## config.mk

```make
export PLATFORM = sky130hd
export DESIGN_NAME = cpu_control_fsm_flat
export DESIGN_NICKNAME = d
export VERILOG_FILES = /design/src/rtl/cpu_pkg.sv /design/src/rtl/cpu_control_fsm_if.sv /design/src/rtl/cpu_ctrl_decode.sv /design/src/rtl/cpu_control_fsm.sv /design/src/flat_wrapper.sv
export SDC_FILE = /design/constraint.sdc
export NUM_CORES = 1
export LEC_CHECK = 0
export BUFFER_PORTS_ARGS = -buffer_cell sky130_fd_sc_hd__buf_2
export CORE_AREA = 2 2 39 41
export DETAILED_ROUTE_END_ITERATION = 8
export DIE_AREA = 0 0 41 43
export PLACE_DENSITY = 0.77
export RECOVER_POWER = 25
export SKIP_LAST_GASP = 1
export SLEW_MARGIN = 20
export SYNTH_ARGS = -nofsm -noshare
export SYNTH_HDL_FRONTEND = slang
export SYNTH_HIERARCHICAL = 1
export SYNTH_SLANG_ARGS = --single-unit
```

## constraint.sdc

```tcl
create_clock -name clk -period 2.7 [get_ports clk]
set_clock_uncertainty 0.2 [all_clocks]
set_input_delay 0.27 -clock clk [delete_from_list [all_inputs] [get_ports clk]]
set_output_delay 0.27 -clock clk [all_outputs]
set_load 0.1 [all_outputs]
```

## src/rtl/cpu_pkg.sv

```systemverilog
// Shared types and constants for the accumulator CPU controller.
// Opcode map, FSM state encoding and instruction field widths.
package cpu_pkg;

    localparam int OP_W   = 4;
    localparam int IMM_W  = 4;
    localparam int INS_W  = OP_W + IMM_W;
    localparam int DATA_W = 8;

    typedef enum logic [1:0] {
        ST_FETCH  = 2'd0,
        ST_DECODE = 2'd1,
        ST_EXEC   = 2'd2,
        ST_HALT   = 2'd3
    } state_t;

    localparam logic [OP_W-1:0] OP_NOP  = 4'h0;
    localparam logic [OP_W-1:0] OP_LDI  = 4'h1;
    localparam logic [OP_W-1:0] OP_ADDI = 4'h2;
    localparam logic [OP_W-1:0] OP_SUBI = 4'h3;
    localparam logic [OP_W-1:0] OP_ANDI = 4'h4;
    localparam logic [OP_W-1:0] OP_ORI  = 4'h5;
    localparam logic [OP_W-1:0] OP_XORI = 4'h6;
    localparam logic [OP_W-1:0] OP_SHL  = 4'h7;
    localparam logic [OP_W-1:0] OP_SHR  = 4'h8;
    localparam logic [OP_W-1:0] OP_JMP  = 4'h9;
    localparam logic [OP_W-1:0] OP_JZ   = 4'hA;
    localparam logic [OP_W-1:0] OP_JC   = 4'hB;
    localparam logic [OP_W-1:0] OP_HLT  = 4'hF;

    function automatic logic [DATA_W-1:0] zext_imm(
        input logic [IMM_W-1:0] imm
    );
        return {{(DATA_W-IMM_W){1'b0}}, imm};
    endfunction

endpackage

```

## src/rtl/cpu_control_fsm_if.sv

```systemverilog
// Instruction handshake and datapath control bundle.
// master = controller side, slave = instruction source / datapath side.
interface cpu_control_fsm_if;
    import cpu_pkg::*;

    logic [INS_W-1:0]  input_ins;
    logic              ins_valid;
    logic              ins_ready;
    logic              flag_z;
    logic              flag_c;
    logic [OP_W-1:0]   alu_op;
    logic [DATA_W-1:0] alu_imm;
    logic              acc_we;
    logic              pc_inc;
    logic              pc_load;
    logic              halted;
    logic [1:0]        state_o;

    modport master (
        input  input_ins, ins_valid, flag_z, flag_c,
        output ins_ready, alu_op, alu_imm,
        output acc_we, pc_inc, pc_load, halted, state_o
    );

    modport slave (
        output input_ins, ins_valid, flag_z, flag_c,
        input  ins_ready, alu_op, alu_imm,
        input  acc_we, pc_inc, pc_load, halted, state_o
    );

endinterface

```

## src/rtl/cpu_ctrl_decode.sv

```systemverilog
// Opcode to EXEC-cycle control bits, purely combinational.
// CPU_CTRL_BRANCH_EN enables JZ/JC; without it they behave as NOP.
module cpu_ctrl_decode
    import cpu_pkg::*;
(
    input  logic [OP_W-1:0] op,
    input  logic            flag_z,
    input  logic            flag_c,
    output logic            acc_we,
    output logic            pc_inc,
    output logic            pc_load,
    output logic            is_hlt
);

`ifndef CPU_CTRL_BRANCH_EN
    logic unused_flags;
    assign unused_flags = flag_z ^ flag_c;
`endif

    // Map each opcode to its accumulator / PC effect.
    always_comb begin
        acc_we  = 1'b0;
        pc_inc  = 1'b0;
        pc_load = 1'b0;
        is_hlt  = 1'b0;
        case (op)
            OP_LDI, OP_ADDI, OP_SUBI, OP_ANDI,
            OP_ORI, OP_XORI, OP_SHL, OP_SHR: begin
                acc_we = 1'b1;
                pc_inc = 1'b1;
            end
            OP_JMP: pc_load = 1'b1;
`ifdef CPU_CTRL_BRANCH_EN
            OP_JZ: begin
                pc_load = flag_z;
                pc_inc  = ~flag_z;
            end
            OP_JC: begin
                pc_load = flag_c;
                pc_inc  = ~flag_c;
            end
`endif
            OP_HLT: is_hlt = 1'b1;
            default: pc_inc = 1'b1;
        endcase
    end

endmodule

```

## src/rtl/cpu_control_fsm.sv

```systemverilog
// FETCH/DECODE/EXEC/HALT controller with instruction register.
// Optional branch support via macro CPU_CTRL_BRANCH_EN.
module cpu_control_fsm
    import cpu_pkg::*;
(
    input  logic               clk,
    input  logic               CLB,
    cpu_control_fsm_if.master  bus
);

    state_t           state;
    state_t           state_nxt;
    logic [INS_W-1:0] ir;
    logic [INS_W-1:0] ir_nxt;

    logic dec_we;
    logic dec_inc;
    logic dec_ld;
    logic dec_hlt;

    logic ready;
    logic we;
    logic inc;
    logic ld;

    cpu_ctrl_decode u_dec (
        .op      (ir[INS_W-1:IMM_W]),
        .flag_z  (bus.flag_z),
        .flag_c  (bus.flag_c),
        .acc_we  (dec_we),
        .pc_inc  (dec_inc),
        .pc_load (dec_ld),
        .is_hlt  (dec_hlt)
    );

    // State and instruction register; reset wins over any transfer.
    always_ff @(posedge clk) begin
        if (CLB) begin
            state <= ST_FETCH;
            ir    <= '0;
        end else begin
            state <= state_nxt;
            ir    <= ir_nxt;
        end
    end

    // Next state, handshake and EXEC pulses; reset suppresses pulses.
    always_comb begin
        state_nxt = state;
        ir_nxt    = ir;
        ready     = 1'b0;
        we        = 1'b0;
        inc       = 1'b0;
        ld        = 1'b0;
        case (state)
            ST_FETCH: begin
                ready = ~CLB;
                if (bus.ins_valid) begin
                    ir_nxt    = bus.input_ins;
                    state_nxt = ST_DECODE;
                end
            end
            ST_DECODE: state_nxt = ST_EXEC;
            ST_EXEC: begin
                we        = dec_we  & ~CLB;
                inc       = dec_inc & ~CLB;
                ld        = dec_ld  & ~CLB;
                state_nxt = dec_hlt ? ST_HALT : ST_FETCH;
            end
            default: state_nxt = ST_HALT;
        endcase
    end

    assign bus.ins_ready = ready;
    assign bus.acc_we    = we;
    assign bus.pc_inc    = inc;
    assign bus.pc_load   = ld;
    assign bus.alu_op    = ir[INS_W-1:IMM_W];
    assign bus.alu_imm   = zext_imm(ir[IMM_W-1:0]);
    assign bus.halted    = (state == ST_HALT);
    assign bus.state_o   = state;

endmodule

```

## src/flat_wrapper.sv

```systemverilog
// flat-port wrapper written by rule: the top's interface ports become plain ports
module cpu_control_fsm_flat import cpu_pkg::*;
  (clk, CLB, bus_input_ins, bus_ins_valid, bus_flag_z, bus_flag_c, bus_ins_ready, bus_alu_op, bus_alu_imm, bus_acc_we, bus_pc_inc, bus_pc_load, bus_halted, bus_state_o);
  cpu_control_fsm_if bus_i ();
  input  logic clk;
  input  logic CLB;
  input wire logic [$bits(bus_i.input_ins)-1:0] bus_input_ins;
  input wire logic [$bits(bus_i.ins_valid)-1:0] bus_ins_valid;
  input wire logic [$bits(bus_i.flag_z)-1:0] bus_flag_z;
  input wire logic [$bits(bus_i.flag_c)-1:0] bus_flag_c;
  output wire logic [$bits(bus_i.ins_ready)-1:0] bus_ins_ready;
  output wire logic [$bits(bus_i.alu_op)-1:0] bus_alu_op;
  output wire logic [$bits(bus_i.alu_imm)-1:0] bus_alu_imm;
  output wire logic [$bits(bus_i.acc_we)-1:0] bus_acc_we;
  output wire logic [$bits(bus_i.pc_inc)-1:0] bus_pc_inc;
  output wire logic [$bits(bus_i.pc_load)-1:0] bus_pc_load;
  output wire logic [$bits(bus_i.halted)-1:0] bus_halted;
  output wire logic [$bits(bus_i.state_o)-1:0] bus_state_o;
  assign bus_i.input_ins = bus_input_ins;
  assign bus_i.ins_valid = bus_ins_valid;
  assign bus_i.flag_z = bus_flag_z;
  assign bus_i.flag_c = bus_flag_c;
  assign bus_ins_ready = bus_i.ins_ready;
  assign bus_alu_op = bus_i.alu_op;
  assign bus_alu_imm = bus_i.alu_imm;
  assign bus_acc_we = bus_i.acc_we;
  assign bus_pc_inc = bus_i.pc_inc;
  assign bus_pc_load = bus_i.pc_load;
  assign bus_halted = bus_i.halted;
  assign bus_state_o = bus_i.state_o;
  cpu_control_fsm u_core (.clk(clk), .CLB(CLB), .bus(bus_i));
endmodule
```

# Yosys cells after proc, flatten, opt, wreduce, memory -nomap -nowiden
# Cells that the tools add are included.
[op_classes]
addsub = 0
multipliers = 0
div_mod_pow = 0
order_cmp = 0
n_eq_ne = 14
n_shift = 0
n_mux = 11
bitwise_logic = 4
n_reduce_logical = 4
[op_table]
columns = ["operator", "count"]
rows = [
  ["4-bit by 3-bit == test with 1-bit output, second input constant", 4],
  ["4-bit == test, second input constant", 3],
  ["4-bit by 2-bit == test with 1-bit output, second input constant", 2],
  ["1-bit two-way mux", 8],
  ["8-bit OR reduction", 1],
  ["2-bit case mux with 3 select lines", 1],
  ["2-bit == test, second input constant", 2],
  ["4-bit by 1-bit == test with 1-bit output, second input constant", 1],
  ["2-bit two-way mux", 2],
  ["1-bit bitwise AND", 3],
  ["2-bit by 1-bit == test with 1-bit output, second input constant", 1],
  ["2-bit zero test", 1],
  ["2-bit inequality test, second input constant", 1],
  ["2-bit AND reduction", 1],
  ["2-bit OR reduction", 1],
  ["1-bit NOT", 1],
]
[word_totals]
reg_bits = 10
latch_bits = 0
mem_bits_rw = 0
romBits = 0
input_bits = 13
output_inout_bits = 19
word_cells = 35
memories = 0

# Longest topological paths before layout
# Gate-level depths: netlist of the first run.
[logic_depth]
word_depth = 5
mapped_depth = 4
ltp_nobuf = 4

# Hierarchy
# The synthesis of the first run kept the hierarchy.
[modules_own_cells]
columns = ["module", "n_inst", "cells_per_inst", "area_per_inst_um2", "seq_area_each_um2"]
rows = [
  ["cpu_control_fsm", 1, 53, 511.7, 200.2],
  ["cpu_ctrl_decode", 1, 8, 48.8, 0.0],
]

# Worst setup path before layout of the first run
# Ideal clock, no wire load.
[synth_timing]
kind = "flip-flop to output port"
from = "register u_core.state[1] (netlist: u_core/bus.state_o[1])"
to = "output port bus_ins_ready"
t_arrival_ps = 2915
required_ps = 2230
setup_slack_ps = -685
stages_incl_launch_ff = 2
path_buffers = 0
path_cell_list = "dfxtp_1 nor3_1"
[synth_between]
elab_chain_len = 2
[synth_lines]
columns = ["item", "line", "source"]
rows = [
  ["from (decl)", "cpu_control_fsm.sv:11", "state_t state;"],
  ["from (signal assigned)", "cpu_control_fsm.sv:42", "state <= state_nxt;"],
  ["2-bit zero test", "cpu_control_fsm.sv:55", "case (state)"],
  ["1-bit two-way mux", "cpu_control_fsm.sv:55", ""],
  ["to (decl)", "flat_wrapper.sv:11", "output wire logic [$bits(bus_i.ins_ready)-1:0] bus_ins_ready;"],
]
# Every way passes these cells.

# Worst setup path in the final report of the first run
[layout_timing]
from = "register u_core.ir[5]"
to = "output port bus_acc_we"
[layout_between]
elab_chain_len = 5
word_cells_on_any_way = 12
cone_classes = "8 x eq/ne; 2 x mux; 1 x bitwise; 1 x reduce/logical"
[layout_lines]
columns = ["item", "line", "source"]
rows = [
  ["from (decl)", "cpu_control_fsm.sv:13", "logic [INS_W-1:0] ir;"],
  ["from (signal assigned)", "cpu_control_fsm.sv:43", "ir <= ir_nxt;"],
  ["4-bit by 1-bit == test with 1-bit output, or another cell as far along", "cpu_ctrl_decode.sv:26", "case (op)"],
  ["8-bit OR reduction *", "cpu_ctrl_decode.sv:26", ""],
  ["1-bit two-way mux *", "cpu_ctrl_decode.sv:26", ""],
  ["via u_core.dec_we", "cpu_control_fsm.sv:16", "logic dec_we;"],
  ["1-bit bitwise AND *", "cpu_control_fsm.sv:65", "we = dec_we & ~CLB;"],
  ["1-bit two-way mux *", "cpu_control_fsm.sv:55", ""],
  ["to (decl)", "flat_wrapper.sv:14", "output wire logic [$bits(bus_i.acc_we)-1:0] bus_acc_we;"],
]
# The timed path passes the listed nets; every way through them passes the cells marked *.

==> flow_metrics.env, run 1 <==
export IMPL_run_status="finished, final reports clean"
export IMPL_cp_required_ps=2230
export IMPL_syn2layout_area_growth_pct=25.2
export IMPL_yosysTopAreaCell="dfxtp_1"
export IMPL_yosys_area_top_type_share=0.357
export IMPL_cts_tree="yes"
export IMPL_vias_per_cell=4.52
export IMPL_drt_iter0_drc=4
export IMPL_totalWireLength_um=960
export IMPL_cts_setup_buffers=0
export IMPL_synthCells=61
export IMPL_clk_latency_ps=260
export IMPL_route_detailed_drc=0
export IMPL_synth_common_cells="nand2b_1, dfxtp_1, mux2i_1, buf_4"
export IMPL_hold_viol=0
export IMPL_grt_max_degree=21
export IMPL_synth_distinct_cells=20
export IMPL_cts_root_buf="clkbuf_4"
export IMPL_final_antenna_net_count=0
export IMPL_synth_edf_count=0
export IMPL_cp_depth=4
export IMPL_hold_start="bus_input_ins[0]"
export IMPL_ioPinCount=32
export IMPL_vias=461
export IMPL_power_w=0.000470
export IMPL_timing_rr_start="u_core/bus.state_o[1]"
export IMPL_min_period_ps=2000
export IMPL_die_y_um=43
export IMPL_synth_async_reset_ratio=0
export IMPL_slowest_delay_ps=410
export IMPL_critPathBufInv=1
export IMPL_cts_sinks=10
export IMPL_slew_viol_final=0
export IMPL_critPathLaunch="u_core/ir[5]"
export IMPL_cp_data_arrival_time_ps=1530
export IMPL_drive_above_1_share=0.360
export IMPL_ir_drop_mv=0.323
export IMPL_core_rowCount=14
export IMPL_setup_violations=0
export IMPL_slew_headroom=0.230
export IMPL_cts_max_level=1
export IMPL_synth_seq_cells=10
export IMPL_drtPass1Iterations=4
export IMPL_avgSynthCellArea_um2=9.19
export IMPL_cts_path_max_buffers=2
export IMPL_wl_per_cell_um=9.41
export IMPL_path_clk_slew_ps=70
export IMPL_start_kind="flip-flop"
export IMPL_synth_most_common_cell="nand2b_1"
export IMPL_critPathCaptureType="primary output"
export IMPL_holdCritPathClass="in2reg"
export IMPL_antenna_found_initial=0
export IMPL_first_global_vias=380
export IMPL_nets=100
export IMPL_ys_seq_area_frac=0.357
export IMPL_timing_setup_tns_ps=0
export IMPL_critical_path_slowest_cell="buf_2"
export IMPL_grt_pass1_wl_um=1550
export IMPL_post_route_period_util=0.741
export IMPL_holdBufCountCts=0
export IMPL_tightest_slew_ps=1160
export IMPL_fmax_ghz=0.500
export IMPL_synthTopCellsByArea="dfxtp_1, nand2b_1, mux2i_1, buf_4, and3_2"
export IMPL_ys_flop_type="dfxtp_1"
export IMPL_ctsResizeCount=0
export IMPL_netlist_area_um2=561
export IMPL_power_density_mw_per_mm2=669
export IMPL_yosys_warnings=6
export IMPL_hold_depth=3
export IMPL_critPathTopFamily="buffers and inverters"
export IMPL_worstPathCellList="nor3_2 -> xnor2_1 -> and3_2 -> buf_2"
export IMPL_place_hpwl_um=725
export IMPL_io_buffers=25
export IMPL_drv_cap=0
export IMPL_rr_worst_depth=2
export IMPL_grt_usage=0.126
export IMPL_die_area_mm2=0.00176
export IMPL_core_area_mm2=0.00138
export IMPL_n_antenna_cell=0
export IMPL_rsz0062_at_grt="no"
export IMPL_cp_max_fo=6
export IMPL_dieWidth_um=41
export IMPL_numCtsBuffers=3
export IMPL_leakage_nw=0.338
export IMPL_initial_core_util=0.405
export IMPL_crit_type="reg2out"
export IMPL_overflow=0
export IMPL_routabilityCongestion=0.612
export IMPL_utilization=0.507
-- final cells by class --
type                            instances  area, um2
Sequential cell                        10        200
Tap cell                               16       20.0
Timing Repair Buffer                   25        119
Clock buffer                            4       36.3
Multi-Input combinational cell         47        327
Fill cell                             141        682
-- logic make-up (layout without fill, tap and decap cells) --
group                  Yosys count  count (layout)  share of synthesized area
AO/OA/AOI/OAI                    3               3                     0.0402
XOR/XNOR                         2               2                     0.0313
buffers and inverters            7              29                     0.0893
flip-flops                      10              10                      0.357
multiplexers                     8               8                      0.143
other                            1               4                    0.00669
AND/OR/NAND/NOR                 30              30                      0.333
-- stage by stage --
step           area (um2)  setup slack (ps)  instances  hold slack [ps]
2_1_floorplan         577               164         64              225
3_3_place_gp          672               976         98              256
3_5_place_dp          672               964         98              268
4_1_cts               708               669        102             56.8
5_1_grt               702               590        102             74.9
6_report              702               699        102             64.5
-- registers in the layout (all words and copies together), names as in the netlist --
register	flops
u_core/ir	8
u_core/bus.state_o	2
-- report_power, final --
group	total (W)	switching, W	internal [W]
Combinational	0.000167	0.000135	0.0000323
Clock	0.000133	0.0000511	0.0000817
Sequential	0.000170	0.0000121	0.000158
Total	0.000470	0.000198	0.000272
-- routing by layer --
metal	share of wire	up-vias	GRT usage
met3	0.099	0	0.0314
li1	-	241	-
met5	0	-	0
met1	0.45	196	0.175
met4	0	0	0.0600
met2	0.45	24	0.175
-- placed cells by master, fill, tap and decap left out --
master,n
clkbuf_1,5
mux2i_1,8
xnor2_1,2
dfxtp_1,10
clkbuf_8,1
nor3_2,2
and2_2,1
o21ba_1,1
nand2_1,2
conb_1,4
and3_2,3
nor2_1,3
buf_2,20
a21oi_1,1
o21a_1,1
nand3_1,1
nor3_1,1
nand2b_1,16
clkbuf_4,3
nor3b_2,1
-- worst min-delay path: cells and delay by family --
family | cells | cell delay [ps]
buffers and inverters | 1 | 90
multiplexers | 1 | 60
AND/OR/NAND/NOR | 1 | 50
-- final timing paths --
kind | to | slack [ps]
worst min register to register | u_core/ir[0] | 280
worst min-delay path | u_core/ir[0] | 60
worst max-delay path | bus_acc_we | 700
worst max register to register | u_core/ir[5] | 1040
Power figures use the tool's default switching activity.
==> run 2, diff against run 1 <==
- CORE_AREA: 2 2 39 41 -> unset
- CORE_MARGIN: unset -> 1
- CORE_UTILIZATION: unset -> 41
- DIE_AREA: 0 0 41 43 -> unset
- PLACE_DENSITY: 0.77 -> 0.75
- clock period: 2.7 -> 2 ns (I/O delays scaled with it)
==> flow_metrics.env, run 2 (same netlist as run 1, synthesis figures left out) <==
export IMPL_run_status="finished, final reports clean"
export IMPL_holdBufCountCts=6
export IMPL_rr_worst_depth=3
export IMPL_internal_power_w=0.000338
export IMPL_setup_violations=0
export IMPL_place_area_um2=691
export IMPL_clkPwrFrac=0.214
export IMPL_layout_common_cells="buf_2, nand2b_1, mux2i_1"
export IMPL_combPwrFrac=0.399
export IMPL_critPathCaptureType="primary output"
export IMPL_drive_above_1_share=0.424
export IMPL_timing_rr_start="u_core/bus.state_o[1]"
export IMPL_path_clk_slew_ps=60
export IMPL_core_area_mm2=0.00119
export IMPL_overflow=0
export IMPL_ioPinCount=32
export IMPL_critical_path_slowest_cell="buf_2"
export IMPL_seqPwrFrac=0.387
export IMPL_core_rowCount=12
export IMPL_grt_usage=0.168
export IMPL_drv_cap=0
export IMPL_critPathBufInv=1
export IMPL_clk_latency_ps=250
export IMPL_ctsResizeCount=0
export IMPL_ir_drop_mv=0.394
export IMPL_dieWidth_um=39.0
export IMPL_p_sw_frac=0.434
export IMPL_totalWireLength_um=1010
export IMPL_worstPathCellList="nor3_2 -> xnor2_1 -> and3_2 -> buf_2"
export IMPL_wl_per_cell_um=9.50
export IMPL_first_global_vias=409
export IMPL_nets=107
export IMPL_antenna_found_initial=0
export IMPL_reg2reg_slack_ps=380
export IMPL_rr_endpoint="u_core/ir[7]"
export IMPL_route_detailed_drc=0
export IMPL_tightest_slew_ps=599
export IMPL_numCtsBuffers=3
export IMPL_fmax_ghz=0.523
export IMPL_final_antenna_net_count=0
export IMPL_vias_per_cell=4.70
export IMPL_min_period_ps=1910
export IMPL_grt_pass1_wl_um=1640
export IMPL_io_buffers=25
export IMPL_slowest_delay_ps=420
export IMPL_post_route_period_util=0.956
export IMPL_die_area_mm2=0.00152
export IMPL_n_antenna_cell=0
export IMPL_fin_area_um2=763
export IMPL_hold_viol=0
export IMPL_cp_required_ps=1600
export IMPL_slew_headroom=0.601
export IMPL_grt_max_degree=21
export IMPL_slew_viol_final=0
export IMPL_cts_root_buf="clkbuf_4"
export IMPL_holdPathEnd="u_core/ir[3]"
export IMPL_cts_setup_buffers=0
export IMPL_cts_tree="yes"
export IMPL_drt_iter0_drc=1
export IMPL_place_hpwl_um=714
export IMPL_regMostFlops="u_core/ir"
export IMPL_hold_start="bus_input_ins[3]"
export IMPL_leakage_nw=0.376
export IMPL_largest_register_ffs=8
export IMPL_fin_cells=106
export IMPL_drtPass1Iterations=4
export IMPL_cts_path_max_buffers=2
export IMPL_timing_setup_tns_ps=0
export IMPL_initial_core_util=0.473
export IMPL_hold_depth=3
export IMPL_cp_max_fo=5
export IMPL_layout_commonest_cell="buf_2"
export IMPL_power_density_mw_per_mm2=783
export IMPL_vias=498
export IMPL_cts_max_level=1
export IMPL_cts_sinks=10
export IMPL_dp_cells=97
export IMPL_die_y_um=39.0
export IMPL_routabilityCongestion=0.597
export IMPL_syn2layout_area_growth_pct=36.2
export IMPL_start_kind="flip-flop"
export IMPL_nFillCells=118
export IMPL_power_switching_w=0.000259
export IMPL_holdCritPathClass="in2reg"
export IMPL_critPathTopFamily="buffers and inverters"
export IMPL_cp_data_arrival_time_ps=1510
export IMPL_crit_type="reg2out"
export IMPL_rsz0062_at_grt="no"
[run 2: worst max path at each step]
stage | startpoint | to | slack, ps | depth (start not counted)
6_report | u_core/ir[4] | bus_acc_we | 90 | 4
5_1_grt | u_core/ir[4] | bus_acc_we | 3 | 4
4_1_cts | u_core/ir[4] | bus_acc_we | 70 | 4
3_5_place_dp | u_core/ir[4] | bus_acc_we | 360 | 4
3_3_place_gp | u_core/ir[4] | bus_acc_we | 390 | 4
2_1_floorplan | u_core/ir[7] | bus_pc_load | 140 | 3
[run 2: area by class of cell]
cell class | count | area (um2) | area share
multi-input combinational | 47 | 328 | 0.430
clock buffer | 3 | 22.5 | 0.0295
sequential | 10 | 206 | 0.270
timing repair buffer | 32 | 189 | 0.248
tap | 14 | 17.5 | 0.0230
[run 2: worst reg2reg max path: cells and delay by family (launching register included)]
family / cells / cell delay (ps)
flip-flops: 1 / 390
AND/OR/NAND/NOR: 1 / 220
buffers and inverters: 1 / 490
multiplexers: 1 / 250
[run 2: metrics by stage]
| stage | worst slack (ps) | hold WS (ps) | power, W | util |
|---|---|---|---|---|
| floorplan | 143 | 148 | 0.000444 | - |
| global placement | 386 | 258 | 0.000466 | 0.582 |
| detailed placement | 359 | 262 | 0.000468 | 0.582 |
| CTS | 71.4 | 3.20 | 0.000610 | 0.652 |
| global route | 2.74 | 11.4 | 0.000637 | 0.643 |
| finish | 88.1 | 5.62 | 0.000597 | 0.643 |
[run 2: per-layer routing]
metal / global-route usage / wire length [um] / vias to the layer above
met5: 0 / 0 / -
met4: 0.129 / 10 / 0
met3: 0.0520 / 74 / 2
met2: 0.271 / 468 / 28
met1: 0.180 / 454 / 212
li1: - / - / 256
[run 2: power groups by stage]
stage          logic (W)  registers, W  clock network, W
2_1_floorplan   0.000111      0.000333                 0
3_3_place_gp    0.000230      0.000235                 0
3_5_place_dp    0.000232      0.000236                 0
4_1_cts         0.000240      0.000232          0.000137
5_1_grt         0.000248      0.000234          0.000155
6_report        0.000238      0.000231          0.000128
==> run 3, diff against run 2 <==
- CORE_AREA: unset -> 2 2 39 41
- CORE_MARGIN: 1 -> unset
- CORE_UTILIZATION: 41 -> unset
- DIE_AREA: unset -> 0 0 41 43
- PLACE_DENSITY: 0.75 -> 0.69
- SYNTH_HIERARCHICAL: 1 -> unset
==> flow_metrics.env, run 3 <==
export IMPL_drv_cap=0
export IMPL_synth_top_family_by_area="simple AND/OR/NAND/NOR gates"
export IMPL_core_rowCount=14
export IMPL_syn2layout_area_growth_pct=62.4
export IMPL_vias=441
export IMPL_core_area_mm2=0.00138
export IMPL_route_detailed_drc=0
export IMPL_yosys_warnings=0
export IMPL_cp_required_ps=1600
export IMPL_setup_violations=0
export IMPL_power_w=0.000638
export IMPL_cp_max_fo=6
export IMPL_layout_commonest_cell="buf_2"
export IMPL_fmax_ghz=0.525
export IMPL_cts_setup_buffers=0
export IMPL_io_buffers=25
export IMPL_nets=99
export IMPL_leakage_nw=0.354
export IMPL_timing_rr_start="u_core.bus.state_o[1]"
export IMPL_timing_setup_tns_ps=0
export IMPL_tightest_slew_ps=634
export IMPL_hold_start="bus_input_ins[6]"
export IMPL_synth_xor_area_frac=0.0378
export IMPL_regMostFlops="u_core.ir"
export IMPL_clkPwrFrac=0.279
export IMPL_wl_per_cell_um=9.88
export IMPL_fin_cells=101
export IMPL_crit_type="reg2out"
export IMPL_critPathCaptureType="primary output"
export IMPL_synth_most_common_cell="nor2_1"
export IMPL_start_kind="flip-flop"
export IMPL_cts_max_level=1
export IMPL_cp_data_arrival_time_ps=1510
export IMPL_numCtsBuffers=3
export IMPL_overflow=0
export IMPL_synthCells=51
export IMPL_dieWidth_um=41
export IMPL_cts_path_max_buffers=2
export IMPL_wl_met1_um=448
export IMPL_largest_register_ffs=8
export IMPL_synth_async_reset_ratio=0
export IMPL_final_antenna_net_count=0
export IMPL_vias_per_cell=4.37
export IMPL_synth_area_mux_share=0.173
export IMPL_synth_simple_gate_area_frac=0.208
export IMPL_place_area_um2=654
export IMPL_path_clk_slew_ps=60
export IMPL_nFillCells=129
export IMPL_cts_tree="yes"
export IMPL_synthTopCellsByArea="dfxtp_1, mux2i_1, nor2_1, buf_4, nor3b_2"
export IMPL_power_density_mw_per_mm2=848
export IMPL_combPwrFrac=0.364
export IMPL_min_period_ps=1910
export IMPL_initial_core_util=0.335
export IMPL_synth_seq_cells=10
export IMPL_p_sw_frac=0.419
export IMPL_ys_flop_type="dfxtp_1"
export IMPL_synthAdderAreaFrac=0
export IMPL_yosysTopAreaCell="dfxtp_1"
export IMPL_ys_seq_area_frac=0.432
export IMPL_top_layer="met3"
export IMPL_antenna_found_initial=0
export IMPL_seqPwrFrac=0.357
export IMPL_slew_headroom=0.578
export IMPL_utilization=0.543
export IMPL_hold_viol=0
export IMPL_holdCritPathClass="in2reg"
export IMPL_synth_edf_count=0
export IMPL_routabilityCongestion=0.604
export IMPL_die_area_mm2=0.00176
export IMPL_critPathLaunch="u_core.bus.state_o[0]"
export IMPL_rsz0062_at_grt="no"
export IMPL_grt_max_degree=13
export IMPL_netlist_area_um2=463
export IMPL_synth_common_cells="nor2_1, dfxtp_1, mux2i_1, buf_4"
export IMPL_synth_distinct_cells=19
export IMPL_grt_usage=0.128
export IMPL_ir_drop_mv=0.479
export IMPL_ioPinCount=32
export IMPL_totalWireLength_um=998
export IMPL_drtPass1Iterations=2
export IMPL_first_global_vias=397
export IMPL_cts_sinks=10
export IMPL_internal_power_w=0.000370
export IMPL_power_switching_w=0.000267
export IMPL_place_hpwl_um=734
export IMPL_layout_common_cells="buf_2, nor2_1, mux2i_1"
export IMPL_routed_wl_met2_um=486
export IMPL_post_route_period_util=0.953
export IMPL_synth_compound_area_frac=0.0351
export IMPL_run_status="finished, final reports clean"
export IMPL_avgSynthCellArea_um2=9.08
export IMPL_die_y_um=43
export IMPL_fin_area_um2=752
export IMPL_clk_latency_ps=260
export IMPL_grt_pass1_wl_um=1560
export IMPL_yosys_area_top_type_share=0.432
export IMPL_slew_viol_final=0
export IMPL_drt_iter0_drc=2
export IMPL_dp_cells=90
export IMPL_n_antenna_cell=0
export IMPL_cts_root_buf="clkbuf_4"
export IMPL_wl_met3_um=63
export IMPL_drive_above_1_share=0.482
-- run 3: changes by cell type in the layout (fill, tap and decap cells not counted), moves of 2 or more --
cell | previous run | this run
dfxtp_2 | 5 | 3
dfxtp_4 | 0 | 3
and3_2 | 3 | 0
nand2b_1 | 16 | 0
nor2_1 | 3 | 10
-- run 3: critical path, stage by stage, from the launching register on --
cell     delay [ps]
dfxtp_2         350
nor2_1          100
nand2_1         180
a31oi_4         180
buf_2           440
-- run 3: repair_timing --
action / CTS / global route
gates resized for setup: 0 / 0
hold endpoints to repair: 7 / 0
hold buffers: 7 / 0
-- run 3: cell type report --
type                       count  area, um2  share of cell area
sequential                    10        215               0.286
tap                           16       20.0              0.0266
timing repair buffer          33        214               0.285
multi-input combinational     37        263               0.349
clock buffer                   4       36.3              0.0483
inverter                       1       3.75             0.00499
-- run 3: metrics by stage --
stage	hold slack, ps	worst slack [ps]
after global placement	235	316
after global routing	39.2	38.8
final	13.2	93.7
after floorplan	146	-247
after CTS	7.25	67.2
after detailed placement	249	310
-- run 3: cells by family after synthesis --
logic type                count (synthesis)
buffers and inverters                     7
muxes                                     8
xor gates and xnor gates                  2
AOI/OAI and AO/OA                         3
DFF                                      10
other                                     1
and+or+nand+nor                          20
-- run 3: power by group through the flow --
stage / combinational [W] / clock (W) / sequential (W)
finish: 0.000232 / 0.000178 / 0.000228
global route: 0.000242 / 0.000190 / 0.000230
CTS: 0.000235 / 0.000184 / 0.000229
detailed placement: 0.000224 / 0 / 0.000233
global placement: 0.000223 / 0 / 0.000232
floorplan: 0.000107 / 0 / 0.000325
-- run 3: path summary, 6_finish.rpt --
| check | endpoint | slack (ps) | cells after the start |
|---|---|---|---|
| hold reg to reg | u_core.bus.state_o[1] | 280 | 2 |
| setup / recovery | bus_pc_inc | 90 | 4 |
| hold / removal | u_core.ir[6] | 10 | 3 |
| setup reg to reg | u_core.ir[6] | 310 | 4 |
-- run 3: per-layer routing --
| layer | track usage | vias up |
|---|---|---|
| met4 | 0.0600 | 0 |
| met5 | 0 | - |
| met3 | 0.0314 | 0 |
| met1 | 0.149 | 192 |
| met2 | 0.206 | 19 |
| li1 | - | 230 |
